$ cat config.mk
export PLATFORM = sky130hd
export DESIGN_NAME = mandelbrot_iter_ctrl_flat
export DESIGN_NICKNAME = d
export VERILOG_FILES = /design/src/rtl/mandelbrot_iter_ctrl_if.sv /design/src/rtl/mandelbrot_iter_ctrl.sv /design/src/flat_wrapper.sv
export SDC_FILE = /design/constraint.sdc
export NUM_CORES = 1
export LEC_CHECK = 0
export ABC_AREA = 1
export CORE_MARGIN = 5
export CORE_UTILIZATION = 45
export DETAILED_ROUTE_END_ITERATION = 8
export DONT_BUFFER_PORTS = 1
export HOLD_SLACK_MARGIN = 0.05
export PLACE_DENSITY_LB_ADDON = 0.3
export SYNTH_ARGS = -nofsm -noshare
export SYNTH_HDL_FRONTEND = slang
export SYNTH_SLANG_ARGS = --single-unit
$ cat constraint.sdc
create_clock -name clk -period 2.78 [get_ports clk]
set_clock_uncertainty 0.1 [all_clocks]
set_input_delay 0.417 -clock clk [delete_from_list [all_inputs] [get_ports clk]]
set_output_delay 0.417 -clock clk [all_outputs]
set_load 0.1 [all_outputs]
$ cat src/rtl/mandelbrot_iter_ctrl_if.sv
// Bundle of the pixel-in, ALU and result ports of the Mandelbrot iteration sequencer.
// The controller uses the slave modport; the pixel source, ALU and colour mapper side uses master.
interface mandelbrot_iter_ctrl_if #(
   parameter int WIDTH     = 8,
   parameter int CNT_WIDTH = 8
);
   logic                 in_valid;
   logic                 in_ready;
   logic [WIDTH-1:0]     in_cr;
   logic [WIDTH-1:0]     in_ci;
   logic [CNT_WIDTH-1:0] max_iter;
   logic                 flush;
   logic [WIDTH-1:0]     alu_cr;
   logic [WIDTH-1:0]     alu_ci;
   logic [WIDTH-1:0]     alu_zr;
   logic [WIDTH-1:0]     alu_zi;
   logic [WIDTH-1:0]     alu_out_zr;
   logic [WIDTH-1:0]     alu_out_zi;
   logic                 alu_size;
   logic                 alu_overflow;
   logic                 res_valid;
   logic                 res_ready;
   logic [CNT_WIDTH-1:0] res_count;
   logic                 res_escaped;
   logic                 busy;

   modport slave (
      input  in_valid, in_cr, in_ci, max_iter, flush,
      input  alu_out_zr, alu_out_zi, alu_size, alu_overflow, res_ready,
      output in_ready, alu_cr, alu_ci, alu_zr, alu_zi,
      output res_valid, res_count, res_escaped, busy
   );

   modport master (
      output in_valid, in_cr, in_ci, max_iter, flush,
      output alu_out_zr, alu_out_zi, alu_size, alu_overflow, res_ready,
      input  in_ready, alu_cr, alu_ci, alu_zr, alu_zi,
      input  res_valid, res_count, res_escaped, busy
   );
endinterface

$ cat src/rtl/mandelbrot_iter_ctrl.sv
// Sequencer around a combinational z <- z^2 + c step: holds c and z, counts steps until
// the ALU reports escape or the per-pixel limit is reached, then offers the count.
module mandelbrot_iter_ctrl #(
   parameter int WIDTH     = 8,
   parameter int CNT_WIDTH = 8
) (
   input logic                  clk,
   input logic                  rst,
   mandelbrot_iter_ctrl_if.slave bus
);

   typedef enum logic [1:0] {
      S_IDLE = 2'd0,
      S_ITER = 2'd1,
      S_DONE = 2'd2
   } state_t;

   state_t               r_state;
   state_t               w_state_next;
   logic [WIDTH-1:0]     r_cr;
   logic [WIDTH-1:0]     r_ci;
   logic [WIDTH-1:0]     r_zr;
   logic [WIDTH-1:0]     r_zi;
   logic [CNT_WIDTH-1:0] r_cnt;
   logic [CNT_WIDTH-1:0] r_limit;
   logic [CNT_WIDTH-1:0] r_res_count;
   logic                 r_res_escaped;

   logic [CNT_WIDTH:0]   w_cnt_inc;
   logic                 w_at_limit;
   logic                 w_escape;

   // One extra bit so a limit of 2^CNT_WIDTH-1 is reached without the increment wrapping.
   assign w_cnt_inc  = {1'b0, r_cnt} + {{CNT_WIDTH{1'b0}}, 1'b1};
   assign w_at_limit = (w_cnt_inc == {1'b0, r_limit});
   assign w_escape   = bus.alu_size | bus.alu_overflow;

   always_ff @(posedge clk or posedge rst) begin
      if (rst) begin
         r_state <= S_IDLE;
      end else begin
         r_state <= w_state_next;
      end
   end

   always_comb begin
      // NOTE: default first so every path assigns the next state and no latch is inferred.
      w_state_next = r_state;
      if (bus.flush) begin
         w_state_next = S_IDLE;
      end else begin
         case (r_state)
            S_IDLE: begin
               if (bus.in_valid) begin
                  w_state_next = (bus.max_iter == '0) ? S_DONE : S_ITER;
               end
            end
            S_ITER: begin
               if (w_escape || w_at_limit) begin
                  w_state_next = S_DONE;
               end
            end
            S_DONE: begin
               if (bus.res_ready) begin
                  w_state_next = S_IDLE;
               end
            end
            default: w_state_next = S_IDLE;
         endcase
      end
   end

   always_ff @(posedge clk or posedge rst) begin
      if (rst) begin
         // NOTE: non-blocking assignments for all state so every register samples pre-edge values.
         r_cr          <= '0;
         r_ci          <= '0;
         r_zr          <= '0;
         r_zi          <= '0;
         r_cnt         <= '0;
         r_limit       <= '0;
         r_res_count   <= '0;
         r_res_escaped <= 1'b0;
      end else if (bus.flush) begin
         r_cnt <= '0;
      end else begin
         case (r_state)
            S_IDLE: begin
               if (bus.in_valid) begin
                  r_cr    <= bus.in_cr;
                  r_ci    <= bus.in_ci;
                  r_limit <= bus.max_iter;
                  r_zr    <= '0;
                  r_zi    <= '0;
                  r_cnt   <= '0;
                  if (bus.max_iter == '0) begin
                     r_res_count   <= '0;
                     r_res_escaped <= 1'b0;
                  end
               end
            end
            S_ITER: begin
               // Escape wins over the limit; on escape z is frozen at the escaping value.
               if (w_escape) begin
                  r_res_count   <= r_cnt;
                  r_res_escaped <= 1'b1;
               end else if (w_at_limit) begin
                  r_res_count   <= r_limit;
                  r_res_escaped <= 1'b0;
               end else begin
                  r_zr  <= bus.alu_out_zr;
                  r_zi  <= bus.alu_out_zi;
                  r_cnt <= w_cnt_inc[CNT_WIDTH-1:0];
               end
            end
            default: ;
         endcase
      end
   end

   assign bus.in_ready    = (r_state == S_IDLE);
   assign bus.res_valid   = (r_state == S_DONE);
   assign bus.busy        = (r_state != S_IDLE);
   assign bus.alu_cr      = r_cr;
   assign bus.alu_ci      = r_ci;
   assign bus.alu_zr      = r_zr;
   assign bus.alu_zi      = r_zi;
   assign bus.res_count   = r_res_count;
   assign bus.res_escaped = r_res_escaped;

endmodule

$ cat src/flat_wrapper.sv
// flat-port wrapper written by rule: the top's interface ports become plain ports
module mandelbrot_iter_ctrl_flat 
#(
   parameter int WIDTH     = 8,
   parameter int CNT_WIDTH = 8
)
  (clk, rst, bus_in_valid, bus_in_cr, bus_in_ci, bus_max_iter, bus_flush, bus_alu_out_zr, bus_alu_out_zi, bus_alu_size, bus_alu_overflow, bus_res_ready, bus_in_ready, bus_alu_cr, bus_alu_ci, bus_alu_zr, bus_alu_zi, bus_res_valid, bus_res_count, bus_res_escaped, bus_busy);
  mandelbrot_iter_ctrl_if #(.WIDTH(WIDTH), .CNT_WIDTH(CNT_WIDTH)) bus_i ();
  input logic clk;
  input logic rst;
  input wire logic [$bits(bus_i.in_valid)-1:0] bus_in_valid;
  input wire logic [$bits(bus_i.in_cr)-1:0] bus_in_cr;
  input wire logic [$bits(bus_i.in_ci)-1:0] bus_in_ci;
  input wire logic [$bits(bus_i.max_iter)-1:0] bus_max_iter;
  input wire logic [$bits(bus_i.flush)-1:0] bus_flush;
  input wire logic [$bits(bus_i.alu_out_zr)-1:0] bus_alu_out_zr;
  input wire logic [$bits(bus_i.alu_out_zi)-1:0] bus_alu_out_zi;
  input wire logic [$bits(bus_i.alu_size)-1:0] bus_alu_size;
  input wire logic [$bits(bus_i.alu_overflow)-1:0] bus_alu_overflow;
  input wire logic [$bits(bus_i.res_ready)-1:0] bus_res_ready;
  output wire logic [$bits(bus_i.in_ready)-1:0] bus_in_ready;
  output wire logic [$bits(bus_i.alu_cr)-1:0] bus_alu_cr;
  output wire logic [$bits(bus_i.alu_ci)-1:0] bus_alu_ci;
  output wire logic [$bits(bus_i.alu_zr)-1:0] bus_alu_zr;
  output wire logic [$bits(bus_i.alu_zi)-1:0] bus_alu_zi;
  output wire logic [$bits(bus_i.res_valid)-1:0] bus_res_valid;
  output wire logic [$bits(bus_i.res_count)-1:0] bus_res_count;
  output wire logic [$bits(bus_i.res_escaped)-1:0] bus_res_escaped;
  output wire logic [$bits(bus_i.busy)-1:0] bus_busy;
  assign bus_i.in_valid = bus_in_valid;
  assign bus_i.in_cr = bus_in_cr;
  assign bus_i.in_ci = bus_in_ci;
  assign bus_i.max_iter = bus_max_iter;
  assign bus_i.flush = bus_flush;
  assign bus_i.alu_out_zr = bus_alu_out_zr;
  assign bus_i.alu_out_zi = bus_alu_out_zi;
  assign bus_i.alu_size = bus_alu_size;
  assign bus_i.alu_overflow = bus_alu_overflow;
  assign bus_i.res_ready = bus_res_ready;
  assign bus_in_ready = bus_i.in_ready;
  assign bus_alu_cr = bus_i.alu_cr;
  assign bus_alu_ci = bus_i.alu_ci;
  assign bus_alu_zr = bus_i.alu_zr;
  assign bus_alu_zi = bus_i.alu_zi;
  assign bus_res_valid = bus_i.res_valid;
  assign bus_res_count = bus_i.res_count;
  assign bus_res_escaped = bus_i.res_escaped;
  assign bus_busy = bus_i.busy;
  mandelbrot_iter_ctrl #(.WIDTH(WIDTH), .CNT_WIDTH(CNT_WIDTH)) u_core (.clk(clk), .rst(rst), .bus(bus_i));
endmodule
# After elaboration in Yosys (flattened, before gate mapping)
# Index checks and enable logic that the tools add are counted.
# totals
inputBits	47
register_bits	59
output_inout_bits	44
# classes
addsub	1
n_eq_ne	13
reduce_logical	11
muxes	27
n_bitwise	2
# op_table
operator	count
8-bit two-way mux	12
8-bit one-hot mux with 2 select lines	4
3-bit inequality test, second input constant	4
2-bit two-way mux	5
5-bit AND reduction	2
8-bit by 1-bit adder with 9-bit output, second input constant	1
9-bit by 8-bit equality test with 1-bit output	1
8-bit zero test	1
2-bit inequality test, second input constant	3
2-bit one-hot mux with 3 select lines	1
3-bit AND reduction	2
1-bit two-way mux	4
4-bit AND reduction	1
2-bit nonzero test	2
3-bit by 1-bit inequality test with 1-bit output, second input constant	1
3-bit by 2-bit inequality test with 1-bit output, second input constant	1
3-bit nonzero test	1
2-bit by 1-bit equality test with 1-bit output, second input constant	1
2-bit equality test, second input constant	1
2-bit zero test	1
2-bit by 1-bit inequality test with 1-bit output, second input constant	1
1-bit one-hot mux with 2 select lines	1
1-bit logical OR	1
1-bit inverter	1
1-bit bitwise OR	1

# Depth between registers and ports, before layout
# Gate-level depths: netlist of run 1.
# logic_depth
ltp_word	6
ltp_mapped	14
depth_no_buf	14

# Least setup slack after synthesis of run 1
# No wires, ideal clock.
# synth_path
kind	reg-to-reg
startpoint	reg u_core.r_state[0]
endpoint	reg u_core.r_cnt[0]
t_arrival_ps	3452
n_path_buf	0
path_stages_with_launch	9
synth_period_minus_slack_ps	3670
slack_ps	-890
path_cell_list	dfrtp_1 > nor2_1 > inv_1 > nand3_1 > o31ai_1 > inv_1 > nand3_1 > nand2_1 > nand2_1
# synth_via
elab_chain_cells	3
word_cells_on_any_way	9
cone_classes	4 x eq/ne; 2 x mux; 3 x reduce/logical
# synth_rtl
item	line_no	rtl
start: declaration	mandelbrot_iter_ctrl.sv:18	state_t r_state;
start signal: assignment	mandelbrot_iter_ctrl.sv:42	r_state <= w_state_next;
2-bit zero test *	n/a	
named net bus_in_ready	flat_wrapper.sv:21	output wire logic [$bits(bus_i.in_ready)-1:0] bus_in_ready;
3-bit inequality test (no line), or another cell as far along	n/a	
4-bit AND reduction (no line) or 8-bit two-way mux (tied branches)	n/a	
end signal: assignment	mandelbrot_iter_ctrl.sv:113	r_cnt <= w_cnt_inc[CNT_WIDTH-1:0];
end: declaration	mandelbrot_iter_ctrl.sv:24	logic [CNT_WIDTH-1:0] r_cnt;
# Mark *: on every way through the listed nets, which the timed path passes. The rest lies on a longest branch.
# A chain may end at the register's enable or synchronous reset.

# Final worst setup path of run 1
# layout_path
startpoint	reg u_core.r_cnt[0]
endpoint	reg u_core.r_zi[5] (netlist: u_core.bus.alu_zi[5])
# layout_via
elab_chain_cells	4
# layout_rtl
item	line_no	rtl
8-bit by 1-bit adder with 9-bit output	mandelbrot_iter_ctrl.sv:34	assign w_cnt_inc = {1'b0, r_cnt} + {{CNT_WIDTH{1'b0}}, 1'b1};
9-bit by 8-bit equality test with 1-bit output	mandelbrot_iter_ctrl.sv:35	assign w_at_limit = (w_cnt_inc == {1'b0, r_limit});
2-bit inequality test (no line)	n/a	
5-bit AND reduction (no line)	n/a	
end signal: assignment	mandelbrot_iter_ctrl.sv:112	r_zi <= bus.alu_out_zi;
end: declaration	mandelbrot_iter_ctrl.sv:23	logic [WIDTH-1:0] r_zi;
# No other way between the ends.

==> results of run 1 <==
[metrics by stage]
stage	utilization [%]	instance area, µm²
finish	52.30	3321
global route	52.30	3321
CTS	52.30	3321
detailed placement	48.49	3079
global placement	48.49	3079
floorplan	-	2950
[power groups by stage]
| stage | Clock, mW | Sequential [mW] | Combinational [mW] |
|---|---|---|---|
| floorplan | 0 | 1.95 | 0.354 |
| global placement | 0 | 1.98 | 0.432 |
| detailed placement | 0 | 1.98 | 0.444 |
| CTS | 0.977 | 1.97 | 0.445 |
| global route | 1.03 | 1.99 | 0.498 |
| finish | 0.956 | 1.97 | 0.442 |
[cell type report]
type / count / area (µm²) / share of cell area, %
clock inverter: 5 / 100.1 / 3.014
inverter: 36 / 135.1 / 4.069
multi-input combinational: 244 / 1281 / 38.58
clock buffer: 11 / 141.4 / 4.258
tap: 77 / 96.34 / 2.901
sequential: 59 / 1476 / 44.46
timing repair buffer: 12 / 90.09 / 2.713
[worst register-to-register path, delay by kind of cell (launching register included)]
kind / cells / cell delay (ns)
fa+ha+maj: 1 / 0.27
buf+inv: 2 / 0.15
flops: 1 / 0.45
simple gates: 9 / 1.33
[logic make-up after synthesis]
| logic type | synth area share [%] |
|---|---|
| AOI/OAI and AO/OA | 3.699 |
| xor gates and xnor gates | 0.5953 |
| adders and majority gates | 0.4251 |
| buffers and inverters | 6.632 |
| DFF | 50.17 |
| muxes | 6.888 |
| and+or+nand+nor | 31.59 |
[cell usage after synthesis (2+ instances only)]
cell / number
nand2_1: 99
dfrtp_1: 59
nor2_1: 38
inv_1: 35
nand3_1: 28
nand4_1: 26
mux2_2: 18
clkbuf_1: 9
a21oi_1: 8
o21ai_0: 4
o22ai_1: 4
buf_2: 3
nand2_2: 2
nand2_4: 2
nand3_2: 2
nor2_2: 2
nor2_4: 2
nor4_1: 2
[worst max path at each step]
stage                                  from                    to  cells past startpoint
after floorplan           u_core.r_state[0]       u_core.r_cnt[0]                      8
after global placement      u_core.r_cnt[0]  u_core.bus.alu_zr[5]                     12
after detailed placement    u_core.r_cnt[0]  u_core.bus.alu_zi[5]                     12
after CTS                   u_core.r_cnt[0]  u_core.bus.alu_zi[5]                     12
after global routing        u_core.r_cnt[0]  u_core.bus.alu_zi[1]                     12
final                       u_core.r_cnt[0]  u_core.bus.alu_zi[5]                     12
[sequential cells by signal (all words and copies together) (netlist names)]
signal and cells:
u_core.r_cnt 8, u_core.bus.alu_zr 8, u_core.bus.alu_cr 8, u_core.r_limit 8, u_core.r_state 2, u_core.bus.alu_ci 8, u_core.bus.alu_zi 8, u_core.bus.res_escaped 1
u_core.bus.res_count 8
[per-layer routing]
| layer | wire length (µm) | global-route usage [%] | part of all wire [%] |
|---|---|---|---|
| met1 | 3078 | 24.26 | 44 |
| met2 | 3100 | 25.97 | 44 |
| met3 | 783 | 8.333 | 11 |
| met4 | 93 | 6.235 | 1.3 |
| met5 | 0 | 0 | 0 |
==> flow_summary_export.csv, run 1 <==
group,metric,value,unit
worst_hold_path,hold_path_class,"in -> async",
synth,ys.warnings.count,0,
synth,ys.flop_type,"dfrtp_1",
timing,setup_viol,0,
setup_path,path_cells,"ha_1, nand2_1, inv_1, nor2_1, inv_1, nand2_1, nand4_1, nor2_2, nand3_2, nand3_2, nand2_1, nand2_1",
global_routing,grt_pass1_wl,12.08,mm
floorplan,core_area,0.006350,mm²
final_layout,syn_to_final_growth,12.84,%
global_routing,grt_pass1_vias,2443,
synth,synthTopCellsByArea,"dfrtp_1 50%, nand2_1 13%, mux2_2 6.9%",
synth,syn_inst,352,
synth,synth_edf_count,0,
pwr,sequentialPowerShare,58.5,%
timing,fin_setup_tns,0,ns
setup_path,r2r_cells,12,
timing,fin_crit,2.366,ns
setup_path,ff2ff_setup_slack,0.41,ns
drt,viasPerCell,5.322,
clock_tree,clockBufferDepth,2,
setup_path,cp_top_family,"simple AND/OR/NAND/NOR gates",
pwr,pwr-share-comb,13.1,%
drt,vias,2363,
clock_tree,postCtsHoldBufs,0,
pwr,power,3.365,mW
floorplan,start_util,46.34,%
setup_path,cp_max_fo,16,
global_routing,groute.usage.overall,18.16,%
pwr,vdd_ir_drop_max,0.7736,mV
synth,synth_cell_types,27,
synth,synth_seq_cells,59,
pwr,clkPwrFrac,28.4,%
timing,timing.fmax,0.4227,GHz
final_layout,drive_above_1_share,16.35,%
drt,drt-initial-drc-count,186,
clock_tree,clkTransAtPathRegs,0.07,ns
timing,fin_hold_ws,0.06835,ns
timing,maxSlewHeadroom,38.60,%
timing,hold_viol,0,
timing,rsz0062_at_grt,"false",
setup_path,critPathMostFrequentCell,"nand2_1",
final_layout,diodes,0,
placed_design,dp.cells,428,
clock_tree,cts_tree,"built",
clock_tree,cts_buffers,9,
synth,netlist.top_cell.by_area,"dfrtp_1",
setup_path,worstSetupEndpointType,"flop",
timing,fin_ws,0.4144,ns
floorplan,die_area,0.008256,mm²
setup_path,critPathSlowestCell,"dfrtp_1",
pwr,powerDensity,1013,mW/mm²
final_layout,final_cells,444,
placed_design,dp.final_hpwl,5.077,mm
floorplan,dieHeight,90.87,µm
drt,drt-total-wl,7.055,mm
clock_tree,cts.sinks,59,
setup_path,max_stage_delay,0.45,ns
drt,first_pass_iters,4,
timing,finalCritPeriodShare,85.09,%
job,max-cap-violations,0,
setup_path,r2r-start,"u_core.r_cnt[0]",
placed_design,port_buffers,0,
global_routing,grt_remaining_overflow,0,
clock_tree,cts-root-buf,"clkbuf_8",
pwr,cell_internal_pwr,1.763,mW
setup_path,crit_arrival,2.54,ns
synth,syn-num-nets,400,
clock_tree,cts_setup_buffers,0,
synth,avgSynthCellArea,8.360,µm²
clock_tree,clk_latency,0.35,ns
setup_path,r2r-end,"u_core.bus.alu_zi[5]",
synth,netlist.area_leader.share,50.17,%
synth,synthArstFlopShare,100.0,%
global_routing,grt_max_degree,60,
timing,drv_slew,0,
clock_tree,cts_resized,0,
final_layout,layout.nets,410,
pwr,p_leak,1.677,nW
timing,worstMarginPinSlew,0.9209,ns
final_layout,final_common_cell,"nand2_1",
final_layout,fillCellCount,616,
synth,synth_seq_area_share,50.17,%
global_routing,grt_antenna_before_repair,0,
floorplan,rows,29,
placed_design,dpl_worst_slack,0.4403,ns
drt,wire_per_inst,15.89,µm
synth,synth_area,0.002943,mm²
clock_tree,ctsHtreeMaxLevel,3,
drt,drc,0,
setup_path,critPathBufInv,2,
floorplan,ioPinCount,91,
setup_path,critPathKind,"reg -> reg",
pwr,p_sw,1.603,mW
setup_path,cp.required,2.96,ns
final_layout,layout_common_cells,"99 x nand2_1, 59 x dfrtp_1, 36 x nor2_1, 34 x inv_1, 28 x nand3_1",
floorplan,fp.dieW,90.87,µm
pwr,switching_share,47.62,%
placed_design,finalWeightedCongestion,0.9450,
drt,ant_nets,0,
setup_path,cp-start-kind,"flop",
run_status,status,"complete, no violations",
(Power assumes the default switching activity.)
==> inputs of run 2 (changes only) <==
--- a/config.mk
+++ b/config.mk
@@ -12,6 +12,7 @@
 export DONT_BUFFER_PORTS = 1
 export HOLD_SLACK_MARGIN = 0.05
 export PLACE_DENSITY_LB_ADDON = 0.3
+export SKIP_CTS_REPAIR_TIMING = 1
 export SYNTH_ARGS = -nofsm -noshare
 export SYNTH_HDL_FRONTEND = slang
 export SYNTH_SLANG_ARGS = --single-unit
==> constraint.sdc (replaced) <==
create_clock -name clk -period 2.5 [get_ports clk]
set_clock_uncertainty 0.1 [all_clocks]
set_input_delay 0.375 -clock clk [delete_from_list [all_inputs] [get_ports clk]]
set_output_delay 0.375 -clock clk [all_outputs]
set_load 0.1 [all_outputs]
==> run 2 against run 1 <==
Cell count grew 3.4%. First-iteration DRC count grew 7.5%. Maximum frequency grew 5.7%. Count of clock-buffer cells in the layout grew 1. Power grew 10%. Sequential share of layout area shrank 1.3 points. Largest cell class unchanged. Sequential power is essentially flat. Flip-flop and latch count is the same. Combinational power grew 69%. Clock power grew 3.5%. Die area is the same.
==> flow_summary_export.csv, run 2 (same netlist as run 1, synthesis figures left out) <==
group,metric,value,unit
run_status,status,"complete, no violations",
final_layout,regArea,0.001476,mm²
timing,hold_viol,0,
timing,rsz0062_at_grt,"false",
clock_tree,clkTransAtPathRegs,0.07,ns
placed_design,dp.final_hpwl,5.291,mm
final_layout,fin_area,0.003420,mm²
final_layout,diodes,0,
drt,vias,2435,
final_layout,drive_above_1_share,19.63,%
final_layout,layout.nets,425,
pwr,pwr-share-comb,20.2,%
setup_path,worstSetupEndpointType,"flop",
timing,timing.fmax,0.4467,GHz
setup_path,critPathMostFrequentCell,"nand2_1",
floorplan,start_util,46.34,%
drt,viasPerCell,5.305,
clock_tree,clockBufferDepth,2,
global_routing,grt_antenna_before_repair,0,
timing,worstMarginPinSlew,0.9168,ns
pwr,sequentialPowerShare,53.2,%
setup_path,cp.required,2.68,ns
final_layout,fillCellCount,612,
placed_design,dpl_worst_slack,0.2686,ns
setup_path,critPathSlowestCell,"dfrtp_1",
floorplan,core_area,0.006350,mm²
timing,fin_ws,0.2615,ns
placed_design,postPlaceCellArea,0.003192,mm²
clock_tree,cts-root-buf,"clkbuf_8",
placed_design,port_buffers,0,
setup_path,cp_max_fo,16,
global_routing,grt_remaining_overflow,0,
final_layout,final_common_cell,"nand2_1",
final_layout,syn_to_final_growth,16.20,%
pwr,p_sw,1.781,mW
setup_path,path_cells,"ha_1, nand2_1, inv_1, nor2_1, inv_1, nand2_1, nand4_1, nor2_2, nand3_2, nand3_2, nand2_1, nand2_1",
floorplan,fp.dieW,90.87,µm
final_layout,layout_common_cells,"99 x nand2_1, 59 x dfrtp_1, 36 x nor2_1, 34 x inv_1, 28 x nand3_1",
job,max-cap-violations,0,
drt,wire_per_inst,15.50,µm
clock_tree,clk_latency,0.34,ns
final_layout,multi_input_area,0.001281,mm²
floorplan,rows,29,
timing,fin_setup_tns,0,ns
timing,fin_hold_ws,0.02932,ns
pwr,clkPwrFrac,26.7,%
pwr,vdd_ir_drop_max,0.7396,mV
floorplan,ioPinCount,91,
drt,drc,0,
placed_design,dp.cells,443,
setup_path,crit_arrival,2.42,ns
global_routing,grt_pass1_wl,12.16,mm
timing,fin_crit,2.238,ns
setup_path,max_stage_delay,0.46,ns
setup_path,cp-start-kind,"flop",
clock_tree,ctsHtreeMaxLevel,3,
pwr,power,3.707,mW
clock_tree,cts_tree,"built",
global_routing,grt_pass1_vias,2551,
clock_tree,cts_buffers,9,
drt,ant_nets,0,
pwr,powerDensity,1084,mW/mm²
placed_design,finalWeightedCongestion,0.8916,
final_layout,fin_util,53.85,%
drt,first_pass_iters,4,
timing,setup_viol,0,
pwr,switching_share,48.04,%
clock_tree,cts.sinks,59,
pwr,p_leak,1.747,nW
global_routing,groute.usage.overall,18.22,%
floorplan,die_area,0.008256,mm²
timing,finalCritPeriodShare,89.54,%
global_routing,grt_max_degree,60,
drt,drt-initial-drc-count,200,
setup_path,critPathKind,"reg -> reg",
final_layout,final_cells,459,
pwr,cell_internal_pwr,1.926,mW
timing,maxSlewHeadroom,38.88,%
floorplan,dieHeight,90.87,µm
timing,drv_slew,0,
drt,drt-total-wl,7.116,mm
worst_hold_path,hold_path_class,"in -> async",
run 2: per-layer routing:
| metal | vias up | GRT usage [%] | part of all wire [%] | wire length, µm |
|---|---|---|---|---|
| met5 | - | 0 | 0 | 0 |
| met4 | 0 | 6.724 | 1.9 | 132 |
| met3 | 12 | 7.667 | 9.6 | 681 |
| met2 | 94 | 27.66 | 46 | 3272 |
| met1 | 1124 | 23.17 | 43 | 3029 |
| li1 | 1205 | - | - | - |
run 2: final timing paths:
| kind | startpoint | end | slack (ns) | cells after the start |
|---|---|---|---|---|
| hold reg to reg | u_core.bus.res_count[0] | u_core.bus.res_count[0] | 0.39 | 2 |
| setup / recovery | u_core.r_cnt[0] | u_core.bus.alu_zi[4] | 0.26 | 12 |
| max in group asynchronous | rst | u_core.bus.alu_zr[2] | 1.79 | 2 |
| hold / removal | rst | u_core.bus.alu_zi[2] | 0.03 | 2 |
| setup reg to reg | u_core.r_cnt[0] | u_core.bus.alu_zi[4] | 0.26 | 12 |
| min in group clk | bus_alu_out_zr[5] | u_core.bus.alu_zr[5] | 0.08 | 2 |
run 2: layout make-up:
type	count	area share, %
clock buffers	12	4.537
clock inverters	4	2.122
inverters	36	3.952
multi-input cells	244	37.47
flip-flops and latches	59	43.18
well taps	77	2.817
repair buffers	27	5.928
run 2: critical path: cells and delay by family (launching register included):
| kind | cells | cell delay [ns] |
|---|---|---|
| simple gates | 9 | 1.21 |
| buf+inv | 2 | 0.15 |
| fa+ha+maj | 1 | 0.26 |
| flops | 1 | 0.46 |
run 2: power groups by stage:
| stage | Clock (mW) | Sequential (mW) | Combinational (mW) |
|---|---|---|---|
| finish | 0.989 | 1.97 | 0.747 |
| global route | 1.06 | 2.00 | 0.811 |
| CTS | 1.00 | 1.97 | 0.755 |
| detailed placement | 0 | 1.99 | 0.753 |
| global placement | 0 | 1.99 | 0.737 |
| floorplan | 0 | 2.16 | 0.394 |
